`src/rtl/cam_pkg.sv`:
```
// Shared DVP camera definitions: FSM encoding, pixel widths
// and RGB444 byte packing used by transmit and capture sides.
package cam_pkg;

  localparam int PIX_ADDR_W = 19;
  localparam int PIX_DATA_W = 12;

  localparam logic [3:0] BYTE0_HI = 4'h0;

  typedef enum logic [2:0] {
    ST_IDLE,
    ST_VSYNC,
    ST_VBP,
    ST_ACTIVE,
    ST_HBLANK,
    ST_VFP
  } cam_state_t;

  function automatic logic [7:0] dvp_byte0(
    input logic [3:0] r
  );
    return {BYTE0_HI, r};
  endfunction

  function automatic logic [7:0] dvp_byte1(
    input logic [3:0] g,
    input logic [3:0] b
  );
    return {g, b};
  endfunction

endpackage

```
`src/rtl/cam_tx.sv`:
```
// DVP camera transmitter: streams an RGB444 frame buffer as
// vsync/href/D byte pairs with frame-buffer prefetch.
module cam_tx
  import cam_pkg::*;
#(
  parameter int H_ACTIVE  = 640,
  parameter int V_ACTIVE  = 480,
  parameter int H_BLANK   = 144,
  parameter int VSYNC_CYC = 4704,
  parameter int VBP_CYC   = 16464,
  parameter int VFP_CYC   = 14112
) (
  input  logic                  pclk,
  input  logic                  rst,
  input  logic                  en,
  output logic [PIX_ADDR_W-1:0] rd_addr,
  output logic                  rd_en,
  input  logic [PIX_DATA_W-1:0] rd_data,
  output logic                  vsync,
  output logic                  href,
  output logic [7:0]            D,
  output logic                  frame_done,
  output logic                  busy
);

  localparam logic [11:0] COL_LAST =
    12'(2 * H_ACTIVE - 1);
  localparam logic [11:0] COL_PRE =
    12'(2 * H_ACTIVE - 2);
  localparam logic [9:0] LINE_LAST =
    10'(V_ACTIVE - 1);
  localparam logic [15:0] VS_LAST =
    16'(VSYNC_CYC - 1);
  localparam logic [15:0] VBP_LAST =
    16'(VBP_CYC - 1);
  localparam logic [15:0] VBP_PRE =
    16'(VBP_CYC - 2);
  localparam logic [15:0] HB_LAST =
    16'(H_BLANK - 1);
  localparam logic [15:0] HB_PRE =
    16'(H_BLANK - 2);
  localparam logic [15:0] VFP_LAST =
    16'(VFP_CYC - 1);
  localparam logic [PIX_ADDR_W-1:0] ADDR_LAST =
    PIX_ADDR_W'(H_ACTIVE * V_ACTIVE - 1);

  cam_state_t  state;
  logic [15:0] cnt;
  logic [11:0] col;
  logic [9:0]  line;
  logic [7:0]  pix;
  logic        wrap;
  logic        issue;

  // Reads run two cycles ahead of the byte0 slot of each pixel.
  always_comb begin
    issue = 1'b0;
    case (state)
      ST_VBP:
        issue = (cnt == VBP_PRE);
      ST_HBLANK:
        issue = (cnt == HB_PRE) &&
                (line != LINE_LAST);
      ST_ACTIVE:
        issue = !col[0] && (col < COL_PRE);
      default:
        issue = 1'b0;
    endcase
  end

  always_ff @(posedge pclk) begin
    if (rst) begin
      state      <= ST_IDLE;
      cnt        <= '0;
      col        <= '0;
      line       <= '0;
      pix        <= '0;
      wrap       <= 1'b0;
      vsync      <= 1'b0;
      href       <= 1'b0;
      D          <= '0;
      rd_en      <= 1'b0;
      rd_addr    <= '0;
      frame_done <= 1'b0;
      busy       <= 1'b0;
    end else begin
      vsync      <= (state == ST_VSYNC);
      href       <= (state == ST_ACTIVE);
      busy       <= (state != ST_IDLE);
      rd_en      <= issue;
      frame_done <= wrap;
      wrap       <= 1'b0;
      D          <= 8'h00;

      if (state == ST_ACTIVE) begin
        if (!col[0]) begin
          D   <= dvp_byte0(rd_data[11:8]);
          pix <= rd_data[7:0];
        end else begin
          D <= dvp_byte1(pix[7:4], pix[3:0]);
        end
      end

      // Advance after each strobe; hold at the last pixel.
      if (state == ST_VSYNC)
        rd_addr <= '0;
      else if (rd_en && rd_addr != ADDR_LAST)
        rd_addr <= rd_addr + PIX_ADDR_W'(1);

      unique case (state)
        ST_IDLE: begin
          if (en)
            state <= ST_VSYNC;
        end
        ST_VSYNC: begin
          cnt <= cnt + 16'd1;
          if (cnt == VS_LAST) begin
            state <= ST_VBP;
            cnt   <= '0;
          end
        end
        ST_VBP: begin
          cnt <= cnt + 16'd1;
          if (cnt == VBP_LAST) begin
            state <= ST_ACTIVE;
            cnt   <= '0;
            col   <= '0;
            line  <= '0;
          end
        end
        ST_ACTIVE: begin
          col <= col + 12'd1;
          if (col == COL_LAST) begin
            state <= ST_HBLANK;
            col   <= '0;
            cnt   <= '0;
          end
        end
        ST_HBLANK: begin
          cnt <= cnt + 16'd1;
          if (cnt == HB_LAST) begin
            cnt <= '0;
            if (line == LINE_LAST) begin
              state <= ST_VFP;
            end else begin
              state <= ST_ACTIVE;
              line  <= line + 10'd1;
              col   <= '0;
            end
          end
        end
        ST_VFP: begin
          cnt <= cnt + 16'd1;
          if (cnt == VFP_LAST) begin
            cnt   <= '0;
            wrap  <= 1'b1;
            state <= en ? ST_VSYNC : ST_IDLE;
          end
        end
        default: state <= ST_IDLE;
      endcase
    end
  end

endmodule

```
`config.mk`:
```
export PLATFORM = sky130hd
export DESIGN_NAME = cam_tx
export DESIGN_NICKNAME = d
export VERILOG_FILES = /design/src/rtl/cam_pkg.sv /design/src/rtl/cam_tx.sv
export SDC_FILE = /design/constraint.sdc
export NUM_CORES = 1
export LEC_CHECK = 0
export ABC_AREA = 1
export CORE_MARGIN = 8
export CORE_UTILIZATION = 40
export CTS_BUF_LIST = sky130_fd_sc_hd__clkbuf_2
export DETAILED_ROUTE_END_ITERATION = 6
export HOLD_SLACK_MARGIN = 0.02
export SYNTH_ARGS = -nofsm -noshare
export SYNTH_HDL_FRONTEND = slang
export SYNTH_SLANG_ARGS = --single-unit
```
`constraint.sdc`:
```
create_clock -name pclk -period 2 [get_ports pclk]
set_clock_uncertainty 0.05 [all_clocks]
set_input_delay 0.4 -clock pclk [delete_from_list [all_inputs] [get_ports pclk]]
set_output_delay 0.4 -clock pclk [all_outputs]
set_load 0.05 [all_outputs]
```
* Yosys cells after proc, flatten, opt, wreduce, memory -nomap -nowiden
Cells that the tools add are included.
** Cells by class
- $add $sub $neg :: 4
- $lt $le $gt $ge :: 1
- Equal/unequal tests :: 22
- Muxes and demuxes :: 27
- Bitwise logic cells :: 3
- Reduce and logical (&&, ||, !) cells :: 18
** Operators by type and width (number)
- 16-bit two-way mux :: 5
- 16-bit case mux with 5 select lines :: 1
- 12-bit two-way mux :: 4
- 12-bit case mux with 3 select lines :: 1
- 16-bit by 15-bit == test with 1-bit output (second input constant) :: 2
- 16-bit by 8-bit == test with 1-bit output (second input constant) :: 2
- 10-bit two-way mux :: 3
- 3-bit two-way mux :: 7
- 10-bit case mux with 2 select lines :: 1
- 19-bit by 1-bit adder with 19-bit output (second input constant) :: 1
- 19-bit != test (second input constant) :: 1
- 3-bit case mux with 6 select lines :: 1
- 16-bit by 1-bit adder with 16-bit output (second input constant) :: 1
- 16-bit by 13-bit == test with 1-bit output (second input constant) :: 1
- 16-bit by 14-bit == test with 1-bit output (second input constant) :: 1
- 12-bit by 1-bit adder with 12-bit output (second input constant) :: 1
- 12-bit by 11-bit == test with 1-bit output (second input constant) :: 1
- 12-bit by 11-bit < comparator with 1-bit output (second input constant) :: 1
- 10-bit by 1-bit adder with 10-bit output (second input constant) :: 1
- 10-bit by 9-bit == test with 1-bit output (second input constant) :: 1
- 10-bit by 9-bit != test with 1-bit output (second input constant) :: 1
- 2-bit != test (second input constant) :: 5
- 4-bit AND reduction :: 2
- 3-bit by 2-bit == test with 1-bit output (second input constant) :: 2
- other kinds (17) :: 28
** Storage, ports and cells
- Flip-flop bits (word level) :: 82
- Input port bits :: 15
- Output and inout port bits :: 32
- Word-level logic and storage cells :: 89

* Logic depth before layout (Yosys ltp)
Gate-level depths: netlist of the first run.
- Depth after elaboration :: 4
- Gate-level depth with buffers :: 12
- Depth with buffers taken out :: 11

* Least setup slack after synthesis of the first run
No wires, ideal clock.
- Kind :: reg2reg
- Start point :: register rd_addr[0]
- End point :: register rd_addr[1]
- Library setup time :: 116 ps
- Arrival time :: 1979 ps
- Data required time :: 1834 ps
- Setup slack :: -145 ps
- Stages on the path, launching flop included :: 10
- Path buffers :: 1
- Period minus slack after synthesis :: 2145 ps
- Path through :: dfxtp_1 ha_1 nand3_1 nor2_1 nand4_1 nand2_1 inv_2 clkbuf_1 nor2_1 nor2_1
** Between the ends
- Word-level cells in the longest chain between the ends :: 2
- Elaborated cells between the ends (all ways) :: 3
- Those cells by class :: 1 x add/sub; 1 x eq/ne; 1 x reduce/logical
** RTL lines
- start, declared :: RTL line cam_tx.sv:16 : output logic [PIX_ADDR_W-1:0] rd_addr,
- start signal, assigned :: RTL line cam_tx.sv:108 : rd_addr <= rd_addr + PIX_ADDR_W'(1);
- branches (longest 2 deep; another with 19-bit by 1-bit adder with 19-bit output)
Parallel ways; which one is timed is not known.
A chain may end at the register's enable or synchronous reset.

* Worst setup path in the final report of the first run
- Start point :: register frame_done
- End point :: output port frame_done
** RTL lines
- start, declared :: RTL line cam_tx.sv:22 : output logic frame_done,
- start signal, assigned :: RTL line cam_tx.sv:91 : frame_done <= wrap;
No word-level cell between the ends.

==> impl_metrics.yaml, run 1 <==
placed_design:
  dpl.cell_count: 860
  hpwl_um: 8010
  io_buffers: 46
  gp_congestion: 0.861
min_path:
  whs_endpoint: "D[2]"
  worstHoldPathType: "in -> reg"
  min_path_cells: 3
  holdCritStartpoint: "rd_data[10]"
global_route:
  grt_max_degree: 29
  grt_usage_pct: 14.7
  grt_pass1_wl_um: 18100
  overflow: 0
  antenna_found_initial: 0
  grt_pass1_vias: 3917
drt:
  wl_per_cell_um: 12.3
  final_antenna_net_count: 0
  via_per_inst: 4.91
  remaining_drc_errors: 0
  dr_total_vias: 4313
  drtIter0Drc: 218
  routed_wl_um: 10800
  drt-pass1-iter-count: 6
worst_setup_path:
  cp_top_family: "buffers and inverters"
  cp.required_ns: 1.55
  critical_path_peak_fanout: 1
  r2r_setup_slack_ns: 0.19
  crit_path_top_delay_cell: "dlygate4sd2_1"
  reg2reg_from: "col[0]"
  cp.arrival_ns: 1.44
  path_buf_inv: 1
  reg2reg_to: "cnt[8]"
  crit_type: "reg -> out"
  path_cells: "dlygate4sd2_1"
  crit_cells: 1
  cp-end-kind: "output pin"
  start_kind: "flip-flop"
  r2r_cells: 12
  slowest_delay_ns: 0.53
clocking:
  path_clk_slew_ns: 0.24
  cts_hold_buf: 0
  clk_path_buf_depth: 2
  cts_tree: "done"
  clkLatencyLatePin_ns: 0.54
  cts_root_buf: "clkbuf_2"
  cts.sinks: 82
  cts_buffers: 9
  htree_levels: 3
power_and_ir_drop:
  swShare_pct: 39.5
  combinationalPowerShare_pct: 29.3
  power_mw: 3.67
  irDropWorstVdd_v: 0.000340
  power.internal_mw: 2.22
  netSwitchingPower_mw: 1.45
  seq_power_share_pct: 48.9
  power_frac_clock_pct: 21.9
  p_leak_nw: 2.01
  power.density_nw_per_um2: 711
finish:
  drive_above_1_share_pct: 13.0
  nets: 753
  nFillCells: 1113
  num_antenna_cells: 0
  final_cells: 878
  area_delta_synth_final_pct: 17.0
floorplanning:
  core_area_um2: 10800
  row_count: 38
  initial_utilization_pct: 40.9
  io_pins: 47
  die_h_um: 121
  dieArea_um2: 14700
  die_w_um: 121
sta:
  finalSetupViolations: 0
  fmax_mhz: 530
  setup_tns_ns: 0
  min_period_over_period_pct: 94.4
  rsz0062_at_grt: "false"
  hold_viol: 0
  finalMaxSlewViolations: 0
  tightest_slew_ns: 0.502
  min_period_ns: 1.89
  relSlewSlack_pct: 66.7
job:
  cap_violations: 0
yosys:
  netlist_area_um2: 4420
  synth_area_per_cell_um2: 6.55
  synth-seq-cells: 82
  synth_nets: 694
  synth_seq_area_share_pct: 37.2
  synth.distinct_cells: 33
  synth_warnings: 0
  syn_inst: 674
outcome:
  outcome: "completed"
## worst register-to-register path: stages, from the launching register on
cell,delay (ns)
dfxtp_1,0.40
ha_1,0.18
inv_1,0.08
nor2_4,0.13
nand3_4,0.09
nand2_4,0.10
nand2_4,0.10
buf_4,0.18
nor2_4,0.16
nand2_1,0.07
nand2_1,0.07
nand2_1,0.05
nor2_1,0.09
## repair_timing
action                                  CTS  global route
endpoints found under the setup margin   15            32
pin swaps                                 0             2
buffers inserted                          0             1
resized for setup                        16            16
endpoints found under the hold margin     0             0
gates cloned                              0             1
## Yosys cell counts
master | number | share of area (%)
a21oi_2 | 2 | 0.40
a21oi_1 | 56 | 6.3
xor2_1 | 15 | 3.0
o21ai_1 | 4 | 0.45
buf_2 | 4 | 0.45
nor2_1 | 98 | 8.3
a211oi_1 | 1 | 0.17
buf_4 | 2 | 0.34
nor2_4 | 5 | 1.3
or2_2 | 1 | 0.14
nor3b_1 | 3 | 0.51
nand2_1 | 185 | 16
a31o_2 | 1 | 0.20
nand4_1 | 20 | 2.8
o21bai_1 | 1 | 0.17
nor3_1 | 22 | 2.5
nand2_4 | 2 | 0.51
xnor2_1 | 5 | 0.99
or2_1 | 1 | 0.14
nand3_1 | 46 | 5.2
o21ai_0 | 15 | 1.7
nor4_1 | 1 | 0.14
nor2_2 | 4 | 0.57
ha_1 | 5 | 1.4
inv_2 | 8 | 0.68
dfxtp_1 | 82 | 37
nand3_4 | 1 | 0.40
inv_1 | 65 | 5.5
a31oi_1 | 1 | 0.14
buf_6 | 3 | 0.77
clkbuf_1 | 6 | 0.51
nand2_2 | 8 | 1.1
nand3b_1 | 1 | 0.17
## routing by layer
metal  up-vias  global-route usage [%]  wire length [um]
li1       2281                       -                 -
met2       103                    22.8              4690
met4         0                    5.15               103
met1      1920                    19.5              5330
met5         -                       0                 0
met3         9                    3.49               665
## power by group through the flow
stage               sequential (mW)  clock (mW)  combinational (mW)
floorplan                      1.89           0               0.726
global placement               1.82           0                1.04
detailed placement             1.83           0                1.04
CTS                            1.79       0.846                1.04
global route                   1.81       0.912                1.20
finish                         1.80       0.803                1.08
## worst max path at each step
stage          startpoint          to  slack (ns)
2_1_floorplan  rd_addr[0]  rd_addr[1]        0.08
3_3_place_gp      line[1]      col[7]         0.1
3_5_place_dp      line[1]      col[2]        0.04
4_1_cts           line[1]     line[0]       0.007
5_1_grt            cnt[6]     line[0]       0.002
6_report       frame_done  frame_done        0.11
## cell type report
class | count | area [um^2] | share of cell area [%]
Clock buffer | 10 | 50.0 | 0.969
Clock inverter | 6 | 47.5 | 0.920
Inverter | 73 | 274 | 5.30
Multi-Input combinational cell | 505 | 2450 | 47.3
Sequential cell | 82 | 1650 | 31.9
Tap cell | 140 | 175 | 3.39
Timing Repair Buffer | 62 | 526 | 10.2
## logic make-up after synthesis
kind of cell    count (synthesis)  share of synthesized area, %
fa+ha+maj                       5                          1.42
buf+inv                        88                          8.27
xor+xnor                       20                          3.97
simple gates                  398                          39.6
compound gates                 81                          9.58
flops                          82                          37.2
## per-stage QoR
| stage | instance area, um^2 | worst slack (ns) | utilization (%) | hold WS [ns] |
|---|---|---|---|---|
| 2_1_floorplan | 4420 | 0.0766 | - | 0.338 |
| 3_3_place_gp | 5040 | 0.0991 | 46.7 | 0.350 |
| 3_5_place_dp | 5040 | 0.0422 | 46.7 | 0.351 |
| 4_1_cts | 5130 | 0.00652 | 47.5 | 0.267 |
| 5_1_grt | 5170 | 0.00162 | 47.9 | 0.275 |
| 6_report | 5170 | 0.113 | 47.9 | 0.321 |
## cells in the final DEF (no fill, tap or decap), drive strengths merged
cell type,netlist,layout
clkdlybuf4s50,0,14
or2,2,2
nand3b,1,1
dfxtp,82,82
xor2,15,15
clkbuf,6,12
nor2,107,107
nor3,22,22
inv,73,76
a211oi,1,1
a21oi,58,58
nand2,195,196
a31o,1,1
clkinv,0,2
ha,5,5
nand4,20,20
clkdlybuf4s15,0,2
o21bai,1,1
clkinvlp,0,1
nor4,1,1
a31oi,1,1
nand3,47,47
xnor2,5,5
nor3b,3,3
o21ai,19,19
buf,9,34
dlygate4sd2,0,10
## sequential cells by signal, summed over array words and instances (netlist names)
| signal | flops |
|---|---|
| wrap | 1 |
| rd_addr | 19 |
| cnt | 16 |
| frame_done | 1 |
| D | 8 |
| vsync | 1 |
| state | 3 |
| href | 1 |
| rd_en | 1 |
| pix | 8 |
| busy | 1 |
| col | 12 |
| line | 10 |
(Power assumes the default switching activity.)
==> run 2, diff against run 1 <==
--- a/config.mk
+++ b/config.mk
@@ -6,7 +6,6 @@
 export NUM_CORES = 1
 export LEC_CHECK = 0
 export ABC_AREA = 1
-export CORE_MARGIN = 8
 export CORE_UTILIZATION = 40
 export CTS_BUF_LIST = sky130_fd_sc_hd__clkbuf_2
 export DETAILED_ROUTE_END_ITERATION = 6
==> run 2 against run 1 <==
Net effect:
- wire length shrank 2.6%
- sequential cell count is the same
- maximum frequency shrank 0.78%
- register-to-register slack lost 0.03 ns
- clock-buffer cell count shrank 1
- hold slack lost 0.023 ns
- total power grew 6.2%
- first-iteration DRC count shrank 11%
- final cell count shrank 0.23%
- highest routed layer unchanged
==> impl_metrics.yaml, run 2 (synthesis results as in run 1) <==
outcome:
  outcome: "completed"
min_path:
  holdCritStartpoint: "rd_data[9]"
  worstHoldPathType: "in -> reg"
finish:
  post-route-util_pct: 49.6
  nFillCells: 1096
  drive_above_1_share_pct: 13.1
  nets: 754
  final_common_cell: "nand2_1"
  top_register: "rd_addr"
  largestRegisters: "rd_addr x19, cnt x16, col x12"
  area_delta_synth_final_pct: 18.2
  largest_reg_flops: 19
  final_cells: 876
  multi_input_area_um2: 2440
  seqCellArea_um2: 1650
  final_cell_mix: "183 x nand2_1, 96 x nor2_1, 75 x dfxtp_1"
worst_setup_path:
  path_cells: "clkdlybuf4s15_1"
  path_buf_inv: 1
  cp_top_family: "buffers and inverters"
  cp-end-kind: "output pin"
  slowest_delay_ns: 0.51
  critPathLaunch: "busy"
  crit_type: "reg -> out"
  cp.arrival_ns: 1.45
  crit_path_top_delay_cell: "clkdlybuf4s15_1"
  cp.required_ns: 1.55
  start_kind: "flip-flop"
  critical_path_peak_fanout: 1
  reg2reg_from: "col[0]"
placed_design:
  dpl.cell_count: 856
  hpwl_um: 7720
  io_buffers: 46
  dpl_worst_slack_ns: 0.0730
  gp_congestion: 0.861
clocking:
  cts_buffers: 9
  cts_hold_buf: 0
  clkLatencyLatePin_ns: 0.57
  cts_root_buf: "clkbuf_2"
  cts.sinks: 82
  htree_levels: 3
  clk_path_buf_depth: 2
  cts_tree: "done"
  path_clk_slew_ns: 0.23
drt:
  wl_per_cell_um: 12.0
  drtIter0Drc: 194
  dr_total_vias: 4357
  remaining_drc_errors: 0
  final_antenna_net_count: 0
  via_per_inst: 4.97
  routed_wl_um: 10500
  drt-pass1-iter-count: 4
power_and_ir_drop:
  power.density_nw_per_um2: 748
  power_mw: 3.90
  irDropWorstVdd_v: 0.000510
  p_leak_nw: 2.02
global_route:
  grt_max_degree: 28
  grt_usage_pct: 19.4
  grt_pass1_vias: 3972
  overflow: 0
  antenna_found_initial: 1
  grt_pass1_wl_um: 18000
job:
  cap_violations: 0
floorplanning:
  die_w_um: 107
  die_h_um: 107
  row_count: 37
  dieArea_um2: 11500
  initial_utilization_pct: 42.0
  io_pins: 47
  core_area_um2: 10500
sta:
  min_period_ns: 1.90
  finalMaxSlewViolations: 0
  hold_viol: 0
  fin_ws_ns: 0.0978
  min_period_over_period_pct: 95.1
  fmax_mhz: 526
  relSlewSlack_pct: 66.0
  finalSetupViolations: 0
  tightest_slew_ns: 0.511
==> run 2: path summary, 6_finish.rpt <==
check             slack (ns)  cells after the start         end
hold reg to reg         0.35                      2  frame_done
setup / recovery         0.1                      1        busy
setup reg to reg        0.16                     12     cnt[14]
hold / removal          0.30                      3        D[1]
==> run 2: through the flow <==
step                      TNS [ns]  hold slack [ns]  area (um^2)
final                            0            0.297         5220
after global routing       -0.0329            0.269         5220
after CTS                        0            0.250         5160
after detailed placement         0            0.347         5030
after global placement           0            0.346         5030
after floorplan                  0            0.338         4420
==> run 2: final cells by class <==
type                       instances  area share (%)
inverter                          73            5.25
timing repair buffer              64            10.3
clock buffer                       9           0.863
multi-input combinational        504            46.9
antenna                            1          0.0480
sequential                        82            31.6
clock inverter                     7            1.80
tap                              136            3.26
==> run 2: power breakdown <==
group	internal, mW	leakage [nW]	switching (mW)
combinational	0.326	1.28	0.763
clock	0.411	0.0795	0.609
sequential	1.72	0.665	0.0711
total	2.46	2.02	1.44
==> run 2: per-layer routing <==
layer	GRT usage [%]	routed length (um)
met5	0	0
met4	8.02	166
met3	3.22	480
met2	30.9	4570
met1	25.9	5290
==> run 2: what timing repair did <==
item                                    CTS  global route
pin swaps                                 0             2
gates resized for setup                  22            19
buffers inserted                          0             3
endpoints found under the setup margin   16            45
